$ cat config.mk
export PLATFORM = sky130hd
export DESIGN_NAME = spram_ctrl_flat
export DESIGN_NICKNAME = d
export VERILOG_FILES = /design/src/rtl/spram_ctrl_if.sv /design/src/rtl/spram_ctrl.sv /design/src/flat_wrapper.sv
export SDC_FILE = /design/constraint.sdc
export NUM_CORES = 1
export LEC_CHECK = 0
export CORE_MARGIN = 1
export CORE_UTILIZATION = 28
export DETAILED_ROUTE_END_ITERATION = 10
export SLEW_MARGIN = 20
export SYNTH_ARGS = -nofsm -noshare
export SYNTH_HDL_FRONTEND = slang
export SYNTH_SLANG_ARGS = --single-unit
$ cat constraint.sdc
create_clock -name clk -period 2.6 [get_ports clk]
set_input_delay 0.26 -clock clk [delete_from_list [all_inputs] [get_ports clk]]
set_output_delay 0.26 -clock clk [all_outputs]
set_load 0.03 [all_outputs]
$ cat src/rtl/spram_ctrl_if.sv
// spram_ctrl_if: request/response channels between a requester and spram_ctrl.
//
// Request channel (valid/ready, accepted on req_valid & req_ready):
//   req_valid  requester -> ctrl   request present
//   req_ready  ctrl -> requester   controller accepts this cycle
//   req_we     requester -> ctrl   1 = write, 0 = read
//   req_addr   requester -> ctrl   word address (AW bits)
//   req_wdata  requester -> ctrl   write data (DW bits)
//   req_be     requester -> ctrl   byte enables, bit i covers bits 8i+7:8i
// Response channel (valid/ready, read data only):
//   rsp_valid  ctrl -> requester   read response present
//   rsp_ready  requester -> ctrl   requester takes response
//   rsp_rdata  ctrl -> requester   read data, stable while rsp_valid

interface spram_ctrl_if #(
    parameter int unsigned AW = 16,
    parameter int unsigned DW = 64
);
    logic            req_valid;
    logic            req_ready;
    logic            req_we;
    logic [AW-1:0]   req_addr;
    logic [DW-1:0]   req_wdata;
    logic [DW/8-1:0] req_be;

    logic            rsp_valid;
    logic            rsp_ready;
    logic [DW-1:0]   rsp_rdata;

    modport master (
        output req_valid, req_we, req_addr, req_wdata, req_be, rsp_ready,
        input  req_ready, rsp_valid, rsp_rdata
    );

    modport slave (
        input  req_valid, req_we, req_addr, req_wdata, req_be, rsp_ready,
        output req_ready, rsp_valid, rsp_rdata
    );
endinterface

$ cat src/rtl/spram_ctrl.sv
// spram_ctrl: request sequencer in front of a single-port RAM (one access per cycle,
// read data valid in the cycle after the read is issued).
//
// Turns a valid/ready request stream into registered RAM cycles and returns read data on
// a held valid/ready response channel. Writes produce no response. Only one read is in
// flight at a time.
//
// Optional feature: define SPRAM_CTRL_BYTE_EN to honour req_be on writes. All-ones
// enables write directly, zero enables are accepted with no RAM access, and partial
// enables run a read-modify-write (RAM read, merge, RAM write). Without the macro req_be
// is ignored and every write is full-word.
//
// Ports:
//   clk        rising-edge clock
//   reset      synchronous, active-high reset
//   bus        spram_ctrl_if slave modport (request and response channels)
//   ram_me     RAM enable (registered)
//   ram_wen    RAM write enable (registered)
//   ram_addr   RAM address (registered, holds when idle)
//   ram_wdata  RAM write data (registered, holds when idle)
//   ram_rdata  RAM read data, valid only the cycle after a read is issued

module spram_ctrl #(
    parameter int unsigned AW = 16,
    parameter int unsigned DW = 64
) (
    input  logic           clk,
    input  logic           reset,
    spram_ctrl_if.slave    bus,
    output logic           ram_me,
    output logic           ram_wen,
    output logic [AW-1:0]  ram_addr,
    output logic [DW-1:0]  ram_wdata,
    input  logic [DW-1:0]  ram_rdata
);

    typedef enum logic [2:0] {
        StIdle,
        StRdIssue,
        StRdCapt,
        StRsp
`ifdef SPRAM_CTRL_BYTE_EN
        ,
        StRmwRd,
        StRmwMrg,
        StRmwWr
`endif
    } state_e;

    state_e          state_q, state_d;
    logic            ram_me_q, ram_me_d;
    logic            ram_wen_q, ram_wen_d;
    logic [AW-1:0]   ram_addr_q, ram_addr_d;
    logic [DW-1:0]   ram_wdata_q, ram_wdata_d;
    logic [DW-1:0]   rsp_rdata_q, rsp_rdata_d;
    logic            idle_ready;
    logic            accept;

`ifdef SPRAM_CTRL_BYTE_EN
    localparam int unsigned BW = DW / 8;

    // Write data and enables held across the RMW sequence.
    logic [DW-1:0]   hold_wdata_q, hold_wdata_d;
    logic [BW-1:0]   hold_be_q, hold_be_d;
    logic [DW-1:0]   merged;

    always_comb begin
        merged = ram_rdata;
        for (int i = 0; i < int'(BW); i++) begin
            if (hold_be_q[i]) begin
                merged[8*i +: 8] = hold_wdata_q[8*i +: 8];
            end
        end
    end
`else
    logic unused_be;
    assign unused_be = ^bus.req_be;
`endif

    // Ready is gated by reset directly so nothing is accepted on a reset edge.
    assign idle_ready    = (state_q == StIdle) & ~reset;
    assign accept        = bus.req_valid & idle_ready;

    assign bus.req_ready = idle_ready;
    assign bus.rsp_valid = (state_q == StRsp);
    assign bus.rsp_rdata = rsp_rdata_q;

    assign ram_me        = ram_me_q;
    assign ram_wen       = ram_wen_q;
    assign ram_addr      = ram_addr_q;
    assign ram_wdata     = ram_wdata_q;

    always_comb begin
        state_d     = state_q;
        ram_me_d    = 1'b0;
        ram_wen_d   = 1'b0;
        ram_addr_d  = ram_addr_q;
        ram_wdata_d = ram_wdata_q;
        rsp_rdata_d = rsp_rdata_q;
`ifdef SPRAM_CTRL_BYTE_EN
        hold_wdata_d = hold_wdata_q;
        hold_be_d    = hold_be_q;
`endif

        unique case (state_q)
            StIdle: begin
                if (accept) begin
                    if (bus.req_we) begin
`ifdef SPRAM_CTRL_BYTE_EN
                        if (&bus.req_be) begin
                            ram_me_d    = 1'b1;
                            ram_wen_d   = 1'b1;
                            ram_addr_d  = bus.req_addr;
                            ram_wdata_d = bus.req_wdata;
                        end else if (|bus.req_be) begin
                            // Partial write: fetch the old word first.
                            ram_me_d     = 1'b1;
                            ram_addr_d   = bus.req_addr;
                            hold_wdata_d = bus.req_wdata;
                            hold_be_d    = bus.req_be;
                            state_d      = StRmwRd;
                        end
`else
                        ram_me_d    = 1'b1;
                        ram_wen_d   = 1'b1;
                        ram_addr_d  = bus.req_addr;
                        ram_wdata_d = bus.req_wdata;
`endif
                    end else begin
                        ram_me_d   = 1'b1;
                        ram_addr_d = bus.req_addr;
                        state_d    = StRdIssue;
                    end
                end
            end
            // RAM read is on the pins this cycle.
            StRdIssue: state_d = StRdCapt;
            StRdCapt: begin
                rsp_rdata_d = ram_rdata;
                state_d     = StRsp;
            end
            StRsp: begin
                if (bus.rsp_ready) begin
                    state_d = StIdle;
                end
            end
`ifdef SPRAM_CTRL_BYTE_EN
            StRmwRd: state_d = StRmwMrg;
            StRmwMrg: begin
                ram_me_d    = 1'b1;
                ram_wen_d   = 1'b1;
                ram_wdata_d = merged;
                state_d     = StRmwWr;
            end
            StRmwWr: state_d = StIdle;
`endif
            default: state_d = StIdle;
        endcase
    end

    always_ff @(posedge clk) begin
        if (reset) begin
            state_q     <= StIdle;
            ram_me_q    <= 1'b0;
            ram_wen_q   <= 1'b0;
            ram_addr_q  <= '0;
            ram_wdata_q <= '0;
            rsp_rdata_q <= '0;
`ifdef SPRAM_CTRL_BYTE_EN
            hold_wdata_q <= '0;
            hold_be_q    <= '0;
`endif
        end else begin
            state_q     <= state_d;
            ram_me_q    <= ram_me_d;
            ram_wen_q   <= ram_wen_d;
            ram_addr_q  <= ram_addr_d;
            ram_wdata_q <= ram_wdata_d;
            rsp_rdata_q <= rsp_rdata_d;
`ifdef SPRAM_CTRL_BYTE_EN
            hold_wdata_q <= hold_wdata_d;
            hold_be_q    <= hold_be_d;
`endif
        end
    end

endmodule

$ cat src/flat_wrapper.sv
// flat-port wrapper written by rule: the top's interface ports become plain ports
module spram_ctrl_flat 
#(
    parameter int unsigned AW = 16,
    parameter int unsigned DW = 64
)
  (clk, reset, ram_me, ram_wen, ram_addr, ram_wdata, ram_rdata, bus_req_valid, bus_req_we, bus_req_addr, bus_req_wdata, bus_req_be, bus_rsp_ready, bus_req_ready, bus_rsp_valid, bus_rsp_rdata);
  spram_ctrl_if #(.AW(AW), .DW(DW)) bus_i ();
  input  logic clk;
  input  logic reset;
  output logic ram_me;
  output logic ram_wen;
  output logic [AW-1:0] ram_addr;
  output logic [DW-1:0] ram_wdata;
  input  logic [DW-1:0] ram_rdata;
  input wire logic [$bits(bus_i.req_valid)-1:0] bus_req_valid;
  input wire logic [$bits(bus_i.req_we)-1:0] bus_req_we;
  input wire logic [$bits(bus_i.req_addr)-1:0] bus_req_addr;
  input wire logic [$bits(bus_i.req_wdata)-1:0] bus_req_wdata;
  input wire logic [$bits(bus_i.req_be)-1:0] bus_req_be;
  input wire logic [$bits(bus_i.rsp_ready)-1:0] bus_rsp_ready;
  output wire logic [$bits(bus_i.req_ready)-1:0] bus_req_ready;
  output wire logic [$bits(bus_i.rsp_valid)-1:0] bus_rsp_valid;
  output wire logic [$bits(bus_i.rsp_rdata)-1:0] bus_rsp_rdata;
  assign bus_i.req_valid = bus_req_valid;
  assign bus_i.req_we = bus_req_we;
  assign bus_i.req_addr = bus_req_addr;
  assign bus_i.req_wdata = bus_req_wdata;
  assign bus_i.req_be = bus_req_be;
  assign bus_i.rsp_ready = bus_rsp_ready;
  assign bus_req_ready = bus_i.req_ready;
  assign bus_rsp_valid = bus_i.rsp_valid;
  assign bus_rsp_rdata = bus_i.rsp_rdata;
  spram_ctrl #(.AW(AW), .DW(DW)) u_core (.clk(clk), .reset(reset), .bus(bus_i), .ram_me(ram_me), .ram_wen(ram_wen), .ram_addr(ram_addr), .ram_wdata(ram_wdata), .ram_rdata(ram_rdata));
endmodule
==> flow_summary.yaml <==
status:
  status: "completed"
yosys:
  syn_nets: 735
  syn_inst: 575
  synth_seq_area_share_pct: 55.78
  yosys_warnings: 0
  syn_area_um2: 5311
  syn_avg_cell_area_um2: 9.237
  synth_cell_types: 22
  synth_top_area_share_pct: 55.78
  ys_seq_elements: 148
  yosys-top-cells-area: "dfxtp_1, mux2i_1, nand2_1, nor2_1, a21oi_1"
  synth_top_area_cell: "dfxtp_1"
pwr:
  ir_drop_mv: 0.4135
  cellPowerDensity_nw_per_um2: 801.7
  p_leak_nw: 3.134
detailed_routing:
  drtIter0Drc: 110
  routedWlPerCell_um: 14.17
  drcViolationCount: 0
  viasPerCell: 4.313
  routed_wl_um: 15640
  drtAntennaViolNets: 0
  vias: 4762
  dr.pass1.iters: 4
floorplanning:
  io-pin-count: 305
  die_w_um: 139.7
  die_h_um: 139.7
  core_region_area_um2: 18640
  initial_core_util_pct: 28.49
  num_rows: 50
  dieArea_um2: 19520
timing:
  final_max_slew_viol_count: 0
  worstMarginPinSlew_ns: 0.8194
  skew_ns: 0.007335
  max_freq_mhz: 432.9
  rsz0062_at_grt: "no"
  setup_tns_ns: 0
  min_period_over_period_pct: 88.85
  setup_viol: 0
  fin_crit_ns: 2.310
  slew-limit-headroom_pct: 45.38
  hold_viol_final: 0
critical_path:
  crit_arrival_ns: 2.05
  critPathCaptureType: "output port"
  cp_slowest_cell: "clkdlybuf4s50_1"
  r2r_setup_slack_ns: 0.70
  cp_max_fo: 5
  rr_worst_depth: 6
  cp_cell_sequence: "inv_1 > ha_1 > nor2b_1 > clkdlybuf4s50_1"
  worstSetupPathType: "register to output port"
  critPathLaunchType: "register"
  worst_ep_required_time_ns: 2.34
  max_stage_delay_ns: 0.70
clocking:
  post_cts_resize_count: 0
  hold_buffers: 0
  htree_levels: 4
  cts.sinks: 148
  worstSkewPairLatency_ns: 0.42
  cts_tree: "done"
  postCtsSetupBuffers: 0
  path_clk_slew_ns: 0.06
  cts_buffer_depth: 2
  clockRootBuffer: "clkbuf_16"
  cts_made_buffers: 17
layout:
  mostFrequentLayoutCells: "clkdlybuf4s50_1, nand2_1, dfxtp_1, mux2i_1, nor2_1"
  ff_latch_area_um2: 2963
  fin_util_pct: 48.36
  area_delta_synth_final_pct: 69.73
  nFillCells: 1848
  final_common_cell: "clkdlybuf4s50_1"
  multi_input_area_um2: 2111
  drive_gt1_share_pct: 7.250
  nets: 1016
grt:
  grt_max_degree: 65
  grt_usage_pct: 16.10
  grt_pass1_vias: 4641
  grt_overflow_total: 0
  grt_pass1_wl_um: 24550
  antenna_found_initial: 0
hold_path:
  hold_depth: 2
  hp-class: "input port to register"
placed_design:
  numPortBuffers: 296
  finalWeightedCongestion: 0.7432
  dp_hpwl_um: 10920
job:
  drv_cap: 0
## stage by stage
step / std cells / setup WS [ns] / power (mW) / hold WS (ns) / cell area, um2
6_report: 1104 / 0.2900 / 7.227 / 0.1115 / 9015
5_1_grt: 1103 / 0.1815 / 7.592 / 0.1060 / 9012
4_1_cts: 1103 / 0.2302 / 7.349 / 0.1032 / 9012
3_5_place_dp: 1071 / 0.6816 / 4.854 / 0.4436 / 8419
3_3_place_gp: 1071 / 0.6915 / 4.837 / 0.4362 / 8419
2_1_floorplan: 575 / 1.222 / 3.947 / 0.3686 / 5311
## cell families (layout without fill, tap and decap cells)
kind of cell | count (synthesis) | after routing | share of synthesized area [%]
compound gates | 82 | 82 | 9.305
mux | 65 | 65 | 12.25
simple gates | 232 | 232 | 17.24
buf+inv | 45 | 339 | 4.711
fa+ha+maj | 3 | 3 | 0.7068
flops | 148 | 148 | 55.78
other cells | 0 | 1 | 0
## worst paths after layout
kind | from | endpoint
worst max-delay path | u_core.state_q[0] | bus_req_ready
worst min-delay path | reset | u_core.ram_wdata[19]
worst max register to register | u_core.state_q[0] | u_core.ram_wdata[16]
worst min register to register | u_core.ram_addr[6] | u_core.ram_addr[6]
## synthesized netlist by cell type
master / n
nand2_1: 159
dfxtp_1: 148
mux2i_1: 65
nor2_1: 64
a21oi_1: 44
a21oi_2: 21
buf_2: 20
o21ai_1: 13
clkbuf_1: 11
buf_4: 5
buf_6: 5
ha_1: 3
inv_1: 3
nand2b_1: 3
o21ai_0: 3
nor2b_1: 2
and3b_1: 1
inv_2: 1
nand4b_4: 1
o211a_1: 1
or3_1: 1
or3b_1: 1
## critical path, delay by kind of cell (launching register included)
family,cells,cell delay (ns)
buffers and inverters,2,0.83
AND/OR/NAND/NOR,1,0.17
adder cells (fa/ha/maj),1,0.32
flip-flops,1,0.33
## metal layers
| layer | GRT usage, % | routed length (um) |
|---|---|---|
| met3 | 7.915 | 1729 |
| met1 | 18.68 | 6623 |
| met4 | 4.800 | 172 |
| met5 | 0 | 0 |
| met2 | 26.03 | 7115 |
## power breakdown
group	switching [mW]	internal (mW)	total [mW]
logic	1.14	0.967	2.11
registers	0.131	2.54	2.67
clock network	0.994	1.45	2.45
## state kept, by name (all words and copies together), names as in the netlist
signal / cells
u_core.bus.rsp_rdata: 64
u_core.ram_addr: 16
u_core.ram_me: 1
u_core.ram_wdata: 64
u_core.ram_wen: 1
u_core.state_q: 2
## cell type report
type | count | share of cell area [%]
multi-input cells | 382 | 23.41
clock buffers | 19 | 4.913
diodes | 1 | 0.02776
flip-flops and latches | 148 | 32.87
well taps | 234 | 3.248
inverters | 4 | 0.1666
repair buffers | 303 | 33.70
clock inverters | 13 | 1.666
No activity file was read; power rests on OpenSTA's default activity.
